`src/rtl/id_ex_logic_issue.sv`:
```
// Decode-to-execute issue stage for logical ALU ops: builds operands, flags XOR/OR/AND(I),
// and forwards the payload through a 2-entry skid buffer with valid/ready on both sides.
module id_ex_logic_issue #(
    parameter int unsigned XLEN = 32,
    parameter int unsigned RD_W = 5
) (
    input  logic            clk,
    input  logic            rst_n,
    input  logic            flush,
    input  logic            in_valid,
    output logic            in_ready,
    input  logic [31:0]     instr,
    input  logic [XLEN-1:0] rs1_data,
    input  logic [XLEN-1:0] rs2_data,
    output logic            out_valid,
    input  logic            out_ready,
    output logic [XLEN-1:0] op1,
    output logic [XLEN-1:0] op2,
    output logic [6:0]      opcode,
    output logic [2:0]      func3,
    output logic [RD_W-1:0] rd,
    output logic            logic_op
);

    localparam int unsigned PW = 2 * XLEN + 7 + 3 + RD_W + 1;

    localparam logic [6:0] OPC_OP     = 7'b0110011;
    localparam logic [6:0] OPC_OP_IMM = 7'b0010011;

    logic [6:0]      dec_opcode;
    logic [2:0]      dec_func3;
    logic [RD_W-1:0] dec_rd;
    logic [XLEN-1:0] dec_imm;
    logic [XLEN-1:0] dec_op2;
    logic            dec_func3_logic;
    logic            dec_logic_op;
    logic [PW-1:0]   in_payload;

    logic            skid_valid;
    logic [PW-1:0]   skid_payload;
    logic [PW-1:0]   main_payload;
    logic            accept;

    always_comb begin
        dec_opcode = instr[6:0];
        dec_func3  = instr[14:12];
        dec_rd     = instr[7 +: RD_W];
        dec_imm    = {{(XLEN - 12){instr[31]}}, instr[31:20]};

        dec_op2 = '0;
        if (dec_opcode == OPC_OP) begin
            dec_op2 = rs2_data;
        end else if (dec_opcode == OPC_OP_IMM) begin
            dec_op2 = dec_imm;
        end

        dec_func3_logic = (dec_func3 == 3'b100) || (dec_func3 == 3'b110) ||
                          (dec_func3 == 3'b111);
        // R-type only counts with funct7 zero; SUB/SRA-style encodings are excluded.
        dec_logic_op = dec_func3_logic &&
                       ((dec_opcode == OPC_OP_IMM) ||
                        ((dec_opcode == OPC_OP) && (instr[31:25] == 7'b0)));

        in_payload = {rs1_data, dec_op2, dec_opcode, dec_func3, dec_rd, dec_logic_op};
    end

    assign in_ready = ~skid_valid;
    assign accept   = in_valid & in_ready;

    assign {op1, op2, opcode, func3, rd, logic_op} = main_payload;

    always_ff @(posedge clk or negedge rst_n) begin
        if (!rst_n) begin
            out_valid    <= 1'b0;
            skid_valid   <= 1'b0;
            main_payload <= '0;
            skid_payload <= '0;
        end else if (flush) begin
            out_valid  <= 1'b0;
            skid_valid <= 1'b0;
        end else if (!out_valid || out_ready) begin
            // Accept implies an empty skid, so refill from skid and capture are exclusive.
            if (skid_valid) begin
                main_payload <= skid_payload;
                out_valid    <= 1'b1;
                skid_valid   <= 1'b0;
            end else if (accept) begin
                main_payload <= in_payload;
                out_valid    <= 1'b1;
            end else begin
                out_valid <= 1'b0;
            end
        end else if (accept) begin
            skid_payload <= in_payload;
            skid_valid   <= 1'b1;
        end
    end

endmodule

```
`config.mk`:
```
export PLATFORM = sky130hd
export DESIGN_NAME = id_ex_logic_issue
export DESIGN_NICKNAME = d
export VERILOG_FILES = /design/src/rtl/id_ex_logic_issue.sv
export SDC_FILE = /design/constraint.sdc
export NUM_CORES = 1
export LEC_CHECK = 0
export ABC_AREA = 1
export BUFFER_PORTS_ARGS = -buffer_cell sky130_fd_sc_hd__buf_4
export CAP_MARGIN = 10
export CORE_ASPECT_RATIO = 0.75
export CORE_MARGIN = 1
export CORE_UTILIZATION = 54
export DETAILED_ROUTE_END_ITERATION = 7
export PLACE_DENSITY = 0.81
export SLEW_MARGIN = 10
export SYNTH_ARGS = -nofsm -noshare
export SYNTH_HDL_FRONTEND = slang
export SYNTH_SLANG_ARGS = --single-unit
```
`constraint.sdc`:
```
create_clock -name clk -period 1.5 [get_ports clk]
set_clock_uncertainty 0.15 [all_clocks]
set_input_delay 0.3 -clock clk [delete_from_list [all_inputs] [get_ports clk]]
set_output_delay 0.3 -clock clk [all_outputs]
set_load 0.01 [all_outputs]
```
==> report_table.html, run 1 <==
<table>
<tr><th>Metric</th><th>Value</th></tr>
<tr><th colspan="2">Yosys</th></tr>
<tr><td>Synthesized netlist net count</td><td>1027</td></tr>
<tr><td>Post-synthesis cell count</td><td>926</td></tr>
<tr><td>Unique masters post-synth</td><td>22</td></tr>
<tr><td>EDFF count, synth</td><td>0</td></tr>
<tr><td>Avg Inst Size Synth</td><td>8.06 um^2</td></tr>
<tr><td>Largest cells by area after synthesis</td><td>dfrtp_1 54%, nand2_1 18%, o21ai_0 6.7%</td></tr>
<tr><td>Post-synth top area share</td><td>54.3%</td></tr>
<tr><td>Proportion of synthesized chip area in sequential cells</td><td>54.3%</td></tr>
<tr><td>Synth warn</td><td>0</td></tr>
<tr><td>Fraction of registers with async set or reset after synthesis</td><td>100%</td></tr>
<tr><td>Most instantiated cells after synthesis</td><td>358 x nand2_1, 162 x dfrtp_1, 100 x o21ai_0</td></tr>
<tr><td>Count leader, synth</td><td>nand2_1</td></tr>
<tr><td>Library cell occupying the most area in the post-synthesis netlist</td><td>dfrtp_1</td></tr>
<tr><td>Area of the mapped netlist</td><td>7460 um^2</td></tr>
<tr><td>Main synth FF type</td><td>dfrtp_1</td></tr>
<tr><td>FF+latch count, synth</td><td>162</td></tr>
<tr><th colspan="2">STA</th></tr>
<tr><td>Max-slew violation total from the final report</td><td>0</td></tr>
<tr><td>Worst Slack Setup Final</td><td>-170 ps</td></tr>
<tr><td>Total setup violations reported at the end of the flow</td><td>150</td></tr>
<tr><td>Share of the clock period used by the worst path</td><td>111%</td></tr>
<tr><td>Setup repair after global routing missed its margin</td><td>true</td></tr>
<tr><td>Setup TNS</td><td>-7430 ps</td></tr>
<tr><td>Slew at the pin closest to its max-slew limit</td><td>428 ps</td></tr>
<tr><td>Slew headroom</td><td>71.2%</td></tr>
<tr><td>Final hold vios</td><td>1</td></tr>
<tr><td>Worst slack on hold paths</td><td>-1.12 ps</td></tr>
<tr><td>Highest clock frequency the design can meet</td><td>0.599 GHz</td></tr>
<tr><td>Min Clock Period, post-route</td><td>1670 ps</td></tr>
<tr><th colspan="2">Floorplanning</th></tr>
<tr><td>Core region area</td><td>13200 um^2</td></tr>
<tr><td>Standard-cell rows</td><td>36</td></tr>
<tr><td>Vert. Die Dim</td><td>104 um</td></tr>
<tr><td># IOs</td><td>183</td></tr>
<tr><td>Initial Utilization</td><td>56.3%</td></tr>
<tr><td>Die extent in x</td><td>138 um</td></tr>
<tr><td>Die footprint</td><td>14300 um^2</td></tr>
<tr><th colspan="2">Run status</th></tr>
<tr><td>Status</td><td>complete, but fails checks</td></tr>
<tr><td>Violated checks</td><td>negative hold slack, negative setup slack</td></tr>
<tr><th colspan="2">Detailed routing</th></tr>
<tr><td>Final wirelength</td><td>24100 um</td></tr>
<tr><td>Detail Route Antenna Nets</td><td>0</td></tr>
<tr><td>Number of DRC markers in iteration 0</td><td>684</td></tr>
<tr><td>Drt first pass iters</td><td>6</td></tr>
<tr><td>Routed WL per cell</td><td>18.3 um</td></tr>
<tr><td>Via-per-instance ratio</td><td>5.60</td></tr>
<tr><td>Detailed-route DRC error count</td><td>0</td></tr>
<tr><td>Total number of vias</td><td>7382</td></tr>
<tr><th colspan="2">Clocking</th></tr>
<tr><td>TritonCTS Sinks</td><td>162</td></tr>
<tr><td>Master cell of the clock root buffer</td><td>clkbuf_16</td></tr>
<tr><td>Clock insertion delay at the later pin of the skew report</td><td>410 ps</td></tr>
<tr><td>CTS buffer count</td><td>17</td></tr>
<tr><td>Htree depth</td><td>4</td></tr>
<tr><td>Clock Path Buffers</td><td>2</td></tr>
<tr><td>Clock transition time at the flip-flop clock pins of the worst setup and hold paths</td><td>70 ps</td></tr>
<tr><td>Clock tree from TritonCTS</td><td>built</td></tr>
<tr><th colspan="2">Global route</th></tr>
<tr><td>Total routing usage reported by global routing</td><td>28.4%</td></tr>
<tr><td>First-pass GRT wire length</td><td>31600 um</td></tr>
<tr><td>Final global-route overflow total</td><td>0</td></tr>
<tr><td>Pin count of the biggest net entering global routing</td><td>62</td></tr>
<tr><td>Number of global-route vias before repair</td><td>6525</td></tr>
<tr><td>Initial antenna violation count</td><td>0</td></tr>
<tr><th colspan="2">Layout</th></tr>
<tr><td>Number of inserted diodes</td><td>0</td></tr>
<tr><td>Non-filler cells in the finished layout</td><td>1319</td></tr>
<tr><td>Area growth from synthesis to layout</td><td>47.5%</td></tr>
<tr><td>Share of final-layout standard cells stronger than drive strength 1</td><td>36.9%</td></tr>
<tr><td>Fin util</td><td>83.1%</td></tr>
<tr><td>Post-route cell area</td><td>11000 um^2</td></tr>
<tr><td>Number of nets at the end of the flow</td><td>1236</td></tr>
<tr><th colspan="2">Power and ir drop</th></tr>
<tr><td>Total power after layout</td><td>12.8 mW</td></tr>
<tr><td>Peak ir drop on the vdd network</td><td>0.00104 V</td></tr>
<tr><td>Leak Pwr</td><td>6.17 nW</td></tr>
<tr><td>Total power density per cell area</td><td>1160 nW/um^2</td></tr>
<tr><th colspan="2">Place</th></tr>
<tr><td>Placement-stage cell area</td><td>9150 um^2</td></tr>
<tr><td>Sum of net half-perimeters after detailed placement</td><td>11900 um</td></tr>
<tr><td>Weighted congestion at the end of routability-driven global placement</td><td>0.845</td></tr>
<tr><td>Number of port buffers</td><td>177</td></tr>
<tr><td>Placed Cells</td><td>1254</td></tr>
<tr><th colspan="2">Worst setup path</th></tr>
<tr><td>Crit end category</td><td>flop</td></tr>
<tr><td>Required time worst endpoint</td><td>1700 ps</td></tr>
<tr><td>Category of the most critical setup path</td><td>flop to flop</td></tr>
<tr><td>Critical path launch point type</td><td>flop</td></tr>
<tr><td>Critical Path AT</td><td>1870 ps</td></tr>
<tr><td>Maximum fanout along the worst path</td><td>13</td></tr>
<tr><th colspan="2">Hold path</th></tr>
<tr><td>Type of the worst min-delay path</td><td>input pin to flop</td></tr>
<tr><th colspan="2">Job</th></tr>
<tr><td>Total of max-cap violations</td><td>0</td></tr>
</table>
[final timing paths]
kind	start	endpoint	slack, ps	cells past startpoint
worst max-delay path	skid_valid	main_payload[40]	-170	8
worst min-delay path	rs1_data[12]	skid_payload[60]	-1	3
worst max register to register	skid_valid	main_payload[40]	-170	8
worst min register to register	skid_payload[49]	skid_payload[49]	330	2
max in group asynchronous	rst_n	main_payload[21]	490	3
min in group asynchronous	rst_n	main_payload[63]	150	2
[layout by cell type (no fill, tap or decap), drive strengths merged]
| cell | synthesis | final |
|---|---|---|
| clkinv | 0 | 5 |
| clkbuf | 14 | 30 |
| dfrtp | 162 | 162 |
| dlygate4sd3 | 0 | 4 |
| buf | 45 | 232 |
| nor3 | 1 | 1 |
| nand2 | 361 | 361 |
| nor2 | 12 | 12 |
| nand3 | 34 | 34 |
| inv | 90 | 94 |
| o21ai | 174 | 174 |
| clkinvlp | 0 | 2 |
| bufbuf | 0 | 1 |
| a21oi | 33 | 33 |
| bufinv | 0 | 3 |
[power breakdown]
part	switching (mW)	internal [mW]
clock	1.91	2.70
sequential	0.456	5.10
combinational	1.33	1.27
total	3.69	9.06
[through the flow]
stage	hold WS, ps	setup WS (ps)
6_report	-1.12	-170
3_5_place_dp	22.0	-118
2_1_floorplan	-146	74.7
5_1_grt	9.92	-231
4_1_cts	0.311	-57.3
3_3_place_gp	22.1	-90.7
[per-layer routing]
| metal | global-route usage [%] | share of wire (%) |
|---|---|---|
| met4 | 10.0 | 3.1 |
| met1 | 38.9 | 40 |
| met3 | 5.97 | 8.8 |
| met5 | 0 | 0 |
| met2 | 44.7 | 49 |
[final cells by class]
type / instances / area, um^2
tap: 171 / 214
fill: 741 / 2240
inverter: 90 / 355
clock inverter: 13 / 175
clock buffer: 19 / 443
multi-input combinational: 615 / 3250
timing repair inverter: 1 / 11.3
timing repair buffer: 248 / 2500
sequential: 162 / 4060
[timing repair]
| item | 4_1_cts | 5_1_grt |
|---|---|---|
| endpoints found under the setup margin | 7 | 161 |
| cloned | 5 | 16 |
| hold buffers | 4 | 0 |
| hold endpoints to repair | 165 | 0 |
| gates resized for setup | 42 | 191 |
| setup buffers | 6 | 3 |
| pin swaps | 10 | 21 |
[sequential cells by signal, indices dropped and copies added (netlist names)]
register / cells
main_payload: 80
out_valid: 1
skid_payload: 80
skid_valid: 1
[kinds of logic (layout without fill, tap and decap cells)]
kind of cell / Yosys count / in the layout / synth area share (%)
AND/OR/NAND/NOR: 408 / 408 / 21.8
flip-flops: 162 / 162 / 54.3
AO/OA/AOI/OAI: 207 / 207 / 14.4
buffers and inverters: 149 / 371 / 9.48
[critical path: stages, from the launching register on]
cell and delay, ps:
dfrtp_2 420, buf_6 130, nor2_4 30, nor2_4 150
nand2_8 120, buf_4 210, a21oi_1 200, nand2_1 90
nand2_1 90
No activity file was read; power rests on OpenSTA's default activity.
==> run 2: changes to the inputs <==
Settings changed: PLACE_DENSITY 0.81 to 0.89.
==> run 2 against run 1 <==
The run ends with negative setup slack left. Non-clock buffer count decreased by 12. Worst setup slack improved by 97 ps. Critical path depth unchanged. First-iteration DRC count decreased by 40%. Clock power decreased by 4%. Sequential power decreased by 1%. Global-route usage decreased by 1.4 points. Sequential cell count unchanged. Highest routed layer is now met5.
==> report_table.html, run 2 (synthesized netlist as in run 1, its figures left out) <==
<table>
<tr><th>Metric</th><th>Value</th></tr>
<tr><th colspan="2">Power and ir drop</th></tr>
<tr><td>Peak ir drop on the vdd network</td><td>0.000797 V (-23%)</td></tr>
<tr><td>Leak Pwr</td><td>5.74 nW (-7.0%)</td></tr>
<tr><td>Total power density per cell area</td><td>1180 nW/um^2 (+2.1%)</td></tr>
<tr><th colspan="2">Detailed routing</th></tr>
<tr><td>Detailed-route DRC error count</td><td>0 (unchanged)</td></tr>
<tr><td>Routed WL per cell</td><td>16.4 um (-10%)</td></tr>
<tr><td>Detail Route Antenna Nets</td><td>0 (unchanged)</td></tr>
<tr><td>Drt first pass iters</td><td>6 (unchanged)</td></tr>
<tr><td>Via-per-instance ratio</td><td>5.41 (-3.3%)</td></tr>
<tr><td>Final wirelength</td><td>21400 um (-11%)</td></tr>
<tr><td>Number of DRC markers in iteration 0</td><td>408 (-40%)</td></tr>
<tr><td>Total number of vias</td><td>7065 (-4.3%)</td></tr>
<tr><th colspan="2">Worst setup path</th></tr>
<tr><td>Master of the slowest instance on the critical path</td><td>dfrtp_2</td></tr>
<tr><td>Critical path launch point type</td><td>flop</td></tr>
<tr><td>Startpoint of the most critical register-to-register path</td><td>skid_valid</td></tr>
<tr><td>Cell chain of the critical path</td><td>buf_6 -&gt; nor2_4 -&gt; nor2_4 -&gt; nand2_4 -&gt; buf_12 -&gt; buf_12 -&gt; nand2_1 -&gt; o21ai_1</td></tr>
<tr><td>Worst Setup SP</td><td>skid_valid</td></tr>
<tr><td>Category of the most critical setup path</td><td>flop to flop</td></tr>
<tr><td>Family with the most delay on the worst path</td><td>buffers and inverters</td></tr>
<tr><td>Maximum fanout along the worst path</td><td>18 (+5)</td></tr>
<tr><td>Number of cell instances on the worst register-to-register path</td><td>8 (unchanged)</td></tr>
<tr><td>Crit end category</td><td>flop</td></tr>
<tr><td>Endpoint of the worst register-to-register path</td><td>main_payload[64]</td></tr>
<tr><td>Critical Path AT</td><td>1750 ps (-120 ps)</td></tr>
<tr><td>Slowest Stage Delay on Critical Path</td><td>430 ps (about the same)</td></tr>
<tr><td>Required time worst endpoint</td><td>1670 ps (-30 ps)</td></tr>
<tr><td>Setup slack of the worst register-to-register path</td><td>-70 ps (+100 ps)</td></tr>
<tr><td>Number of buffers and inverters on the critical path</td><td>3 (+1)</td></tr>
<tr><th colspan="2">Floorplanning</th></tr>
<tr><td>Die extent in x</td><td>138 um (unchanged)</td></tr>
<tr><td>Vert. Die Dim</td><td>104 um (unchanged)</td></tr>
<tr><td># IOs</td><td>183 (unchanged)</td></tr>
<tr><td>Standard-cell rows</td><td>36 (unchanged)</td></tr>
<tr><td>Die footprint</td><td>14300 um^2 (unchanged)</td></tr>
<tr><td>Core region area</td><td>13200 um^2 (unchanged)</td></tr>
<tr><td>Initial Utilization</td><td>56.3% (unchanged)</td></tr>
<tr><th colspan="2">Hold path</th></tr>
<tr><td>Number of cells on the worst hold path</td><td>3 (unchanged)</td></tr>
<tr><td>Type of the worst min-delay path</td><td>input pin to flop</td></tr>
<tr><td>End point of the worst hold path</td><td>skid_payload[58]</td></tr>
<tr><td>Origin of the worst min-delay path</td><td>rs1_data[10]</td></tr>
<tr><th colspan="2">STA</th></tr>
<tr><td>Slew at the pin closest to its max-slew limit</td><td>396 ps (-31.8 ps)</td></tr>
<tr><td>Final hold vios</td><td>0 (-1)</td></tr>
<tr><td>Total setup violations reported at the end of the flow</td><td>96 (-36%)</td></tr>
<tr><td>Highest clock frequency the design can meet</td><td>0.636 GHz (+6.2%)</td></tr>
<tr><td>Max-slew violation total from the final report</td><td>0 (unchanged)</td></tr>
<tr><td>Min Clock Period, post-route</td><td>1570 ps (-97.2 ps)</td></tr>
<tr><td>Worst Slack Setup Final</td><td>-73.0 ps (+97.2 ps)</td></tr>
<tr><td>Setup repair after global routing missed its margin</td><td>true</td></tr>
<tr><td>Slew headroom</td><td>73.6% (+2.4 points)</td></tr>
<tr><td>Share of the clock period used by the worst path</td><td>105% (-6.5 points)</td></tr>
<tr><th colspan="2">Place</th></tr>
<tr><td>Sum of net half-perimeters after detailed placement</td><td>12000 um (+0.50%)</td></tr>
<tr><td>Placement-stage cell area</td><td>9110 um^2 (-0.41%)</td></tr>
<tr><td>Weighted congestion at the end of routability-driven global placement</td><td>0.802 (-5.0%)</td></tr>
<tr><td>Number of port buffers</td><td>177 (unchanged)</td></tr>
<tr><th colspan="2">Global route</th></tr>
<tr><td>Initial antenna violation count</td><td>1 (+1)</td></tr>
<tr><td>Total routing usage reported by global routing</td><td>27.1% (-1.4 points)</td></tr>
<tr><td>First-pass GRT wire length</td><td>30400 um (-3.8%)</td></tr>
<tr><td>Number of global-route vias before repair</td><td>6429 (-1.5%)</td></tr>
<tr><td>Final global-route overflow total</td><td>0 (unchanged)</td></tr>
<tr><td>Pin count of the biggest net entering global routing</td><td>85 (+37%)</td></tr>
<tr><th colspan="2">Clocking</th></tr>
<tr><td>Htree depth</td><td>4 (unchanged)</td></tr>
<tr><td>TritonCTS Sinks</td><td>162 (unchanged)</td></tr>
<tr><td>Clock Path Buffers</td><td>2 (unchanged)</td></tr>
<tr><td>CTS buffer count</td><td>17 (unchanged)</td></tr>
<tr><td>Clock transition time at the flip-flop clock pins of the worst setup and hold paths</td><td>60 ps (about the same)</td></tr>
<tr><td>Clock insertion delay at the later pin of the skew report</td><td>410 ps (about the same)</td></tr>
<tr><td>Master cell of the clock root buffer</td><td>clkbuf_16</td></tr>
<tr><td>Clock tree from TritonCTS</td><td>built</td></tr>
<tr><th colspan="2">Layout</th></tr>
<tr><td>Regs by FF count</td><td>main_payload: 80 flops, skid_payload: 80 flops</td></tr>
<tr><td>Fin util</td><td>77.7% (-5.4 points)</td></tr>
<tr><td>Number of nets at the end of the flow</td><td>1223 (-1.1%)</td></tr>
<tr><td>Commonest non-fill, non-tap cell in the layout</td><td>nand2_1</td></tr>
<tr><td>Area growth from synthesis to layout</td><td>37.9%</td></tr>
<tr><td>Share of final-layout standard cells stronger than drive strength 1</td><td>27.8% (-9.1 points)</td></tr>
<tr><td>Number of inserted diodes</td><td>0 (unchanged)</td></tr>
<tr><td>Highest-count cells in the layout ignoring fill and taps</td><td>341 x nand2_1, 192 x buf_4, 161 x dfrtp_1</td></tr>
<tr><td>Post-route cell area</td><td>10300 um^2 (-6.5%)</td></tr>
<tr><th colspan="2">Run status</th></tr>
<tr><td>Violated checks</td><td>negative setup slack</td></tr>
<tr><td>Status</td><td>complete, but fails checks</td></tr>
<tr><th colspan="2">Job</th></tr>
<tr><td>Total of max-cap violations</td><td>0 (unchanged)</td></tr>
</table>
## run 2: stage by stage
stage / instances / power, mW / worst slack [ps] / TNS [ps] / hold slack [ps]
after global routing: 1306 / 12.7 / -185 / -12430 / 6.68
after detailed placement: 1249 / 7.57 / -152 / -5750 / 50.8
after global placement: 1249 / 7.46 / -127 / -5190 / 54.6
after floorplan: 926 / 6.47 / 74.7 / 0 / -146
after CTS: 1290 / 12.0 / -63.1 / -780 / 1.55
final: 1306 / 12.2 / -73.0 / -2340 / 5.52
## run 2: tightest hold or removal path: cells and delay by family
| kind | cells | cell delay, ps |
|---|---|---|
| compound gates | 1 | 110 |
| buf+inv | 2 | 120 |
## run 2: layout make-up
class	count	area (um^2)
clock buffer	19	453
clock inverter	13	149
fill	903	2960
inverter	90	353
multi-input combinational	615	2780
sequential	162	4060
tap	171	214
timing repair buffer	236	2280
## run 2: what timing repair did
action	4_1_cts	5_1_grt
hold buffers	2	1
gates resized for setup	14	47
endpoints found under the hold margin	163	1
buffers inserted	5	4
pin swaps	1	16
endpoints found under the setup margin	5	159
gates cloned	2	12
## run 2: worst max-delay path by stage
stage | endpoint | slack (ps) | cells past startpoint
CTS | in_ready | -60 | 3
finish | main_payload[64] | -70 | 8
global route | skid_payload[34] | -190 | 10
floorplan | skid_payload[1] | 70 | 9
global placement | main_payload[46] | -130 | 12
detailed placement | main_payload[46] | -150 | 12
## run 2: where the power goes
part	internal, mW	switching, mW	total [mW]
registers	5.10	0.390	5.49
logic	1.11	1.16	2.27
clock network	2.57	1.85	4.42
total	8.77	3.40	12.2
## run 2: layer usage
layer | GRT usage, % | part of all wire, % | vias to the layer above | wire (um)
li1 | - | - | 3315 | -
met1 | 36.1 | 42 | 3372 | 9010
met2 | 44.0 | 48 | 336 | 10300
met3 | 6.61 | 8.1 | 40 | 1730
met4 | 6.99 | 1.7 | 2 | 374
met5 | 0 | 0.042 | - | 9
